`src/rtl/cb_io_filter_pkg.sv`:
```
// Shared definitions for the multi-channel IO debounce filter: default
// geometry, the per-sample filter decision encoding and a clog2 helper.
package cb_io_filter_pkg;

  localparam int CH_NUM_DEF      = 8;
  localparam int CNT_W_DEF       = 8;
  localparam int SYNC_STAGES_DEF = 2;

  // What one synchronised sample does to a channel on the next edge.
  typedef enum logic [1:0] {
    FILT_DISABLED = 2'd0,  // channel gated off: counter cleared, level held
    FILT_HOLD     = 2'd1,  // sample agrees with the output: restart qualification
    FILT_COUNT    = 2'd2,  // sample disagrees, run not yet long enough
    FILT_UPDATE   = 2'd3   // sample disagrees and the run is long enough: switch
  } filt_action_e;

  // Ceiling log2, with clog2(1) = 0.
  function automatic int clog2(input int value);
    int result;
    int rem;
    result = 0;
    rem    = value - 1;
    while (rem > 0) begin
      result = result + 1;
      rem    = rem >> 1;
    end
    return result;
  endfunction

endpackage

```
`src/rtl/cb_io_filter_cell.sv`:
```
// One filter channel: synchroniser chain, consecutive-mismatch counter,
// filtered level and edge pulses, all registered on sys_clk.
module cb_io_filter_cell
  import cb_io_filter_pkg::*;
#(
  parameter int   CNT_W       = CNT_W_DEF,
  parameter int   SYNC_STAGES = SYNC_STAGES_DEF,
  parameter logic INIT_BIT    = 1'b0
) (
  input  logic             sys_clk,
  input  logic             rst_n,
  input  logic             orign_opt_i,
  input  logic [CNT_W-1:0] filt_len_i,
  input  logic             ch_en_i,
  output logic             filter_opt_o,
  output logic             opt_rise_o,
  output logic             opt_fall_o,
  output logic             busy_o
);

  logic [SYNC_STAGES-1:0] sync_q;
  logic [SYNC_STAGES-1:0] sync_d;
  logic                   sync_bit;

  logic [CNT_W-1:0]       cnt_q;
  logic [CNT_W-1:0]       cnt_d;
  logic                   level_q;
  logic                   level_d;
  logic                   rise_q;
  logic                   rise_d;
  logic                   fall_q;
  logic                   fall_d;
  logic                   busy_q;
  logic                   busy_d;

  logic [CNT_W-1:0]       len_eff;
  logic [CNT_W:0]         cnt_inc;
  filt_action_e           action;

  assign sync_bit = sync_q[SYNC_STAGES-1];

  // Shift the raw pin into the synchroniser; it runs regardless of enable.
  always_comb begin
    sync_d = {sync_q[SYNC_STAGES-2:0], orign_opt_i};
  end

  // Classify the current synchronised sample against the filtered level.
  always_comb begin
    // A filter length of zero behaves exactly like one.
    len_eff = (filt_len_i == '0) ? CNT_W'(1) : filt_len_i;
    // One extra bit so a saturated counter still compares as "long enough"
    // instead of wrapping back to zero.
    cnt_inc = {1'b0, cnt_q} + (CNT_W + 1)'(1);
    if (!ch_en_i) begin
      action = FILT_DISABLED;
    end else if (sync_bit == level_q) begin
      action = FILT_HOLD;
    end else if (cnt_inc >= {1'b0, len_eff}) begin
      action = FILT_UPDATE;
    end else begin
      action = FILT_COUNT;
    end
  end

  // Derive next counter, level and pulse values from the classification.
  always_comb begin
    // NOTE: every signal gets a default before the case so no path leaves it
    // unassigned; otherwise synthesis would infer a latch to hold the old value.
    cnt_d   = '0;
    level_d = level_q;
    rise_d  = 1'b0;
    fall_d  = 1'b0;
    case (action)
      FILT_COUNT: begin
        // Safe truncation: counting only happens while cnt_inc < len_eff.
        cnt_d = cnt_inc[CNT_W-1:0];
      end
      FILT_UPDATE: begin
        level_d = sync_bit;
        rise_d  = sync_bit;
        fall_d  = ~sync_bit;
      end
      default: begin
        cnt_d = '0;
      end
    endcase
    busy_d = (cnt_d != '0);
  end

  // Channel state registers; reset puts the synchroniser and output at the
  // initial level so nothing looks like an edge when reset is released.
  always_ff @(posedge sys_clk or negedge rst_n) begin
    // NOTE: the reset branch loads constants only and the async reset sits in
    // the sensitivity list, so asserting rst_n aborts qualification at once
    // without waiting for a clock edge.
    if (!rst_n) begin
      sync_q  <= {SYNC_STAGES{INIT_BIT}};
      cnt_q   <= '0;
      level_q <= INIT_BIT;
      rise_q  <= 1'b0;
      fall_q  <= 1'b0;
      busy_q  <= 1'b0;
    end else begin
      // NOTE: non-blocking assignments so every flop samples pre-edge values;
      // blocking here would collapse the synchroniser chain into one stage.
      sync_q  <= sync_d;
      cnt_q   <= cnt_d;
      level_q <= level_d;
      rise_q  <= rise_d;
      fall_q  <= fall_d;
      busy_q  <= busy_d;
    end
  end

  assign filter_opt_o = level_q;
  assign opt_rise_o   = rise_q;
  assign opt_fall_o   = fall_q;
  assign busy_o       = busy_q;

endmodule

```
`src/rtl/cb_io_filter_mc.sv`:
```
// Multi-channel debounce filter for asynchronous IO / photoelectric inputs.
// Each channel is an independent cb_io_filter_cell sharing the runtime
// filter length.
module cb_io_filter_mc
  import cb_io_filter_pkg::*;
#(
  parameter int                CH_NUM      = CH_NUM_DEF,
  parameter int                CNT_W       = CNT_W_DEF,
  parameter int                SYNC_STAGES = SYNC_STAGES_DEF,
  parameter logic [CH_NUM-1:0] INIT_LEVEL  = '0
) (
  input  logic              sys_clk,
  input  logic              rst_n,
  input  logic [CH_NUM-1:0] orign_opt_i,
  input  logic [CNT_W-1:0]  filt_len_i,
  input  logic [CH_NUM-1:0] ch_en_i,
  output logic [CH_NUM-1:0] filter_opt_o,
  output logic [CH_NUM-1:0] opt_rise_o,
  output logic [CH_NUM-1:0] opt_fall_o,
  output logic [CH_NUM-1:0] busy_o
);

  for (genvar g = 0; g < CH_NUM; g++) begin : g_ch
    cb_io_filter_cell #(
      .CNT_W       (CNT_W),
      .SYNC_STAGES (SYNC_STAGES),
      .INIT_BIT    (INIT_LEVEL[g])
    ) u_cell (
      .sys_clk      (sys_clk),
      .rst_n        (rst_n),
      .orign_opt_i  (orign_opt_i[g]),
      .filt_len_i   (filt_len_i),
      .ch_en_i      (ch_en_i[g]),
      .filter_opt_o (filter_opt_o[g]),
      .opt_rise_o   (opt_rise_o[g]),
      .opt_fall_o   (opt_fall_o[g]),
      .busy_o       (busy_o[g])
    );
  end

endmodule

```
`config.mk`:
```
export PLATFORM = sky130hd
export DESIGN_NAME = cb_io_filter_mc
export DESIGN_NICKNAME = d
export VERILOG_FILES = /design/src/rtl/cb_io_filter_pkg.sv /design/src/rtl/cb_io_filter_cell.sv /design/src/rtl/cb_io_filter_mc.sv
export SDC_FILE = /design/constraint.sdc
export NUM_CORES = 1
export LEC_CHECK = 0
export BUFFER_PORTS_ARGS = -buffer_cell sky130_fd_sc_hd__buf_2
export CELL_PAD_IN_SITES_DETAIL_PLACEMENT = 0
export CELL_PAD_IN_SITES_GLOBAL_PLACEMENT = 1
export CORE_ASPECT_RATIO = 2
export CORE_MARGIN = 1.5
export CORE_UTILIZATION = 51
export CTS_CLUSTER_SIZE = 40
export DETAILED_ROUTE_END_ITERATION = 8
export HOLD_SLACK_MARGIN = 0.15
export PLACE_DENSITY = 0.85
export SYNTH_ARGS = -nofsm -noshare
export SYNTH_HDL_FRONTEND = slang
export SYNTH_HIERARCHICAL = 1
export SYNTH_SLANG_ARGS = --single-unit
```
`constraint.sdc`:
```
create_clock -name sys_clk -period 3.8 [get_ports sys_clk]
set_clock_uncertainty 0.15 [all_clocks]
set_input_delay 0.57 -clock sys_clk [delete_from_list [all_inputs] [get_ports sys_clk]]
set_output_delay 0.57 -clock sys_clk [all_outputs]
set_load 0.01 [all_outputs]
```
==> results.yml <==
timing:
  fin_tns_setup_ps: 0
  finalCritPeriodShare_pct: 75.1
  max_freq_ghz: 0.350
  fin_crit_ps: 2850
  max_slew_margin_pct: 33.2
  setup_violations: 0
  finalHoldViolCount: 0
  rsz0062_at_grt: "no"
  worst_slew_pin_slew_ps: 1000
  slew_viol_final: 0
  holdWs_ps: 173
global_routing:
  antenna_found_initial: 0
  gr-max-usage-layer: "met2"
  globalRouteTotalUtil_pct: 21.4
  grt.met2_usage_pct: 43.0
  grt_use_met3_pct: 2.65
  grt_max_degree: 78
  grt_overflow: 0
  grt_pass1_wl_mm: 24.7
  met1_usage_pct: 20.8
  grt_pass1_vias: 5523
cells_and_area:
  mostFrequentLayoutCells: "dfrtp_1 (112), inv_1 (88), ha_1 (72), xnor2_1 (56), buf_2 (56)"
  finish.net_count: 847
  final_cell_count_no_fill: 909
  drive_gt1_share_pct: 15.0
  syn_to_final_growth_pct: 10.7
  fin_util_pct: 57.7
  final_common_cell: "dfrtp_1"
  diodes: 0
clock_tree:
  cts_buffers: 9
  numClockSinks: 112
  cts_setup_buffers: 0
  ctsHoldBuffers: 0
  cts_max_path_buffers: 2
  clk_latency_ps: 340
  ctsResizeCount: 0
  cts-htree-levels: 3
  cts_tree: "built"
  clock-root-buffer: "clkbuf_16"
  clkTransAtPathRegs_ps: 80
power_and_ir_drop:
  p_leak_nw: 4.01
  power_w: 0.00320
  power.density_mw_per_mm2: 415
  ir_worst_vdd_mv: 0.291
routing:
  vias: 5181
  ant_nets: 0
  firstDrtPassIters: 9
  drtIter0Drc: 156
  wl_per_cell_um: 16.0
  avgViaCountPerCell: 5.70
  drt-total-wl_mm: 14.5
  drc: 1
setup_path:
  cpPeakStageDelay_ps: 460
  crit_cells: 11
  cpLargestDelayFamily: "simple AND/OR/NAND/NOR gates"
  crit_type: "flop to flop"
  cp-start-kind: "flop"
  cp.buffers_inverters: 1
  reg2reg_depth: 11
  crit_required_ps: 3880
  crit_fanout: 6
  cp-end-kind: "flop"
  path_cells: "nand3_2, nor2_4, nand4_1, xor2_1, inv_1, ha_1, and3_1, nand3_1, o21a_1, a31oi_1, mux2_1"
  worstPathArrival_ps: 2940
  crit_slowest_cell: "dfrtp_1"
logic_synthesis:
  avgSynthCellArea_um2: 10.1
  yosys_warnings: 6
  synth_seq_area_share_pct: 40.2
  synth_ff_type: "dfrtp_1"
  synth_edf_count: 0
  netlist_area_mm2: 0.00697
  ys_ff_latch: 112
  syn_inst: 688
  synth_cell_type_count: 29
  syn_nets: 786
  synthArstFlopShare_pct: 100
place:
  gp_congestion: 0.872
  port_buffers: 57
  place_hpwl_mm: 11.3
  dp_cells: 893
worst_hold_path:
  hold_path.class: "input port to flop"
  min_path_cells: 1
status:
  status: "finished, violations left"
  violations: "DRC"
floorplan:
  pin_count: 58
  chipWidth_um: 85.6
  initial_core_util_pct: 52.1
  die_area_mm2: 0.0144
  die_h_um: 168
  rows: 60
  core_mm2: 0.0134
job:
  max_cap_violations: 0
state kept, by name, summed over array words and instances, names as in the netlist:
register,cells
g_ch.u_cell/opt_fall_o,8
g_ch.u_cell/sync_q,16
g_ch.u_cell/filter_opt_o,8
g_ch.u_cell/opt_rise_o,8
g_ch.u_cell/cnt_q,64
g_ch.u_cell/busy_o,8
layer usage:
layer	wire length, um	share of wire, %
met1	5150	36
met2	8610	59
met3	263	1.8
met4	477	3.3
met5	0	0
cell usage after synthesis (all sizes together) (16+ instances only):
cell type	count	area, um2
a21o	16	120
a31oi	32	200
and3	16	100
dfrtp	112	2800
ha	72	901
inv	88	330
nand2	16	60.1
nand3	48	280
nand4	24	250
nor2	48	240
nor2b	40	250
xnor2	56	490
xor2	16	140
cell families after synthesis:
kind of cell	Yosys count	share of synthesized area, %
adder cells (fa/ha/maj)	72	12.9
XOR/XNOR	72	9.05
flip-flops	112	40.2
AO/OA/AOI/OAI	88	9.48
multiplexers	8	1.29
AND/OR/NAND/NOR	240	21.7
buffers and inverters	96	5.32
through the flow:
step | worst slack, ps | instance area [um2]
after floorplan | 1290 | 6970
after global placement | 910 | 7430
after detailed placement | 904 | 7430
after CTS | 932 | 7710
after global routing | 697 | 7710
final | 946 | 7710
final timing paths:
check                                    startpoint                           to  slack, ps
hold reg to reg            g_ch[0].u_cell/sync_q[0]     g_ch[0].u_cell/sync_q[1]        200
min in group asynchronous                     rst_n    g_ch[6].u_cell/opt_fall_o        210
hold / removal                       orign_opt_i[3]     g_ch[3].u_cell/sync_q[0]        170
max in group asynchronous                     rst_n      g_ch[5].u_cell/cnt_q[1]       2490
setup reg to reg            g_ch[4].u_cell/cnt_q[2]  g_ch[4].u_cell/filter_opt_o        950
setup / recovery            g_ch[4].u_cell/cnt_q[2]  g_ch[4].u_cell/filter_opt_o        950
power breakdown:
group	switching [W]	internal (W)	leakage (nW)
Clock	0.000434	0.000470	0.140
Sequential	0.000121	0.00133	1.50
Combinational	0.000498	0.000354	2.37
area by class of cell:
cell class                      instances  area (um2)
Clock buffer                           11         243
Clock inverter                          5        40.0
Fill cell                            1180        5650
Inverter                               88         330
Multi-Input combinational cell        480        3790
Sequential cell                       112        2800
Tap cell                              155         194
Timing Repair Buffer                   58         308
worst register-to-register path, cell delays in order, from the launching register on:
cell and delay (ps):
dfrtp_1 460, nand3_2 150, nor2_4 130, nand4_1 130
xor2_1 280, inv_1 80, ha_1 310, and3_1 190
nand3_1 90, o21a_1 230, a31oi_1 220, mux2_1 330
Power figures use the tool's default switching activity.
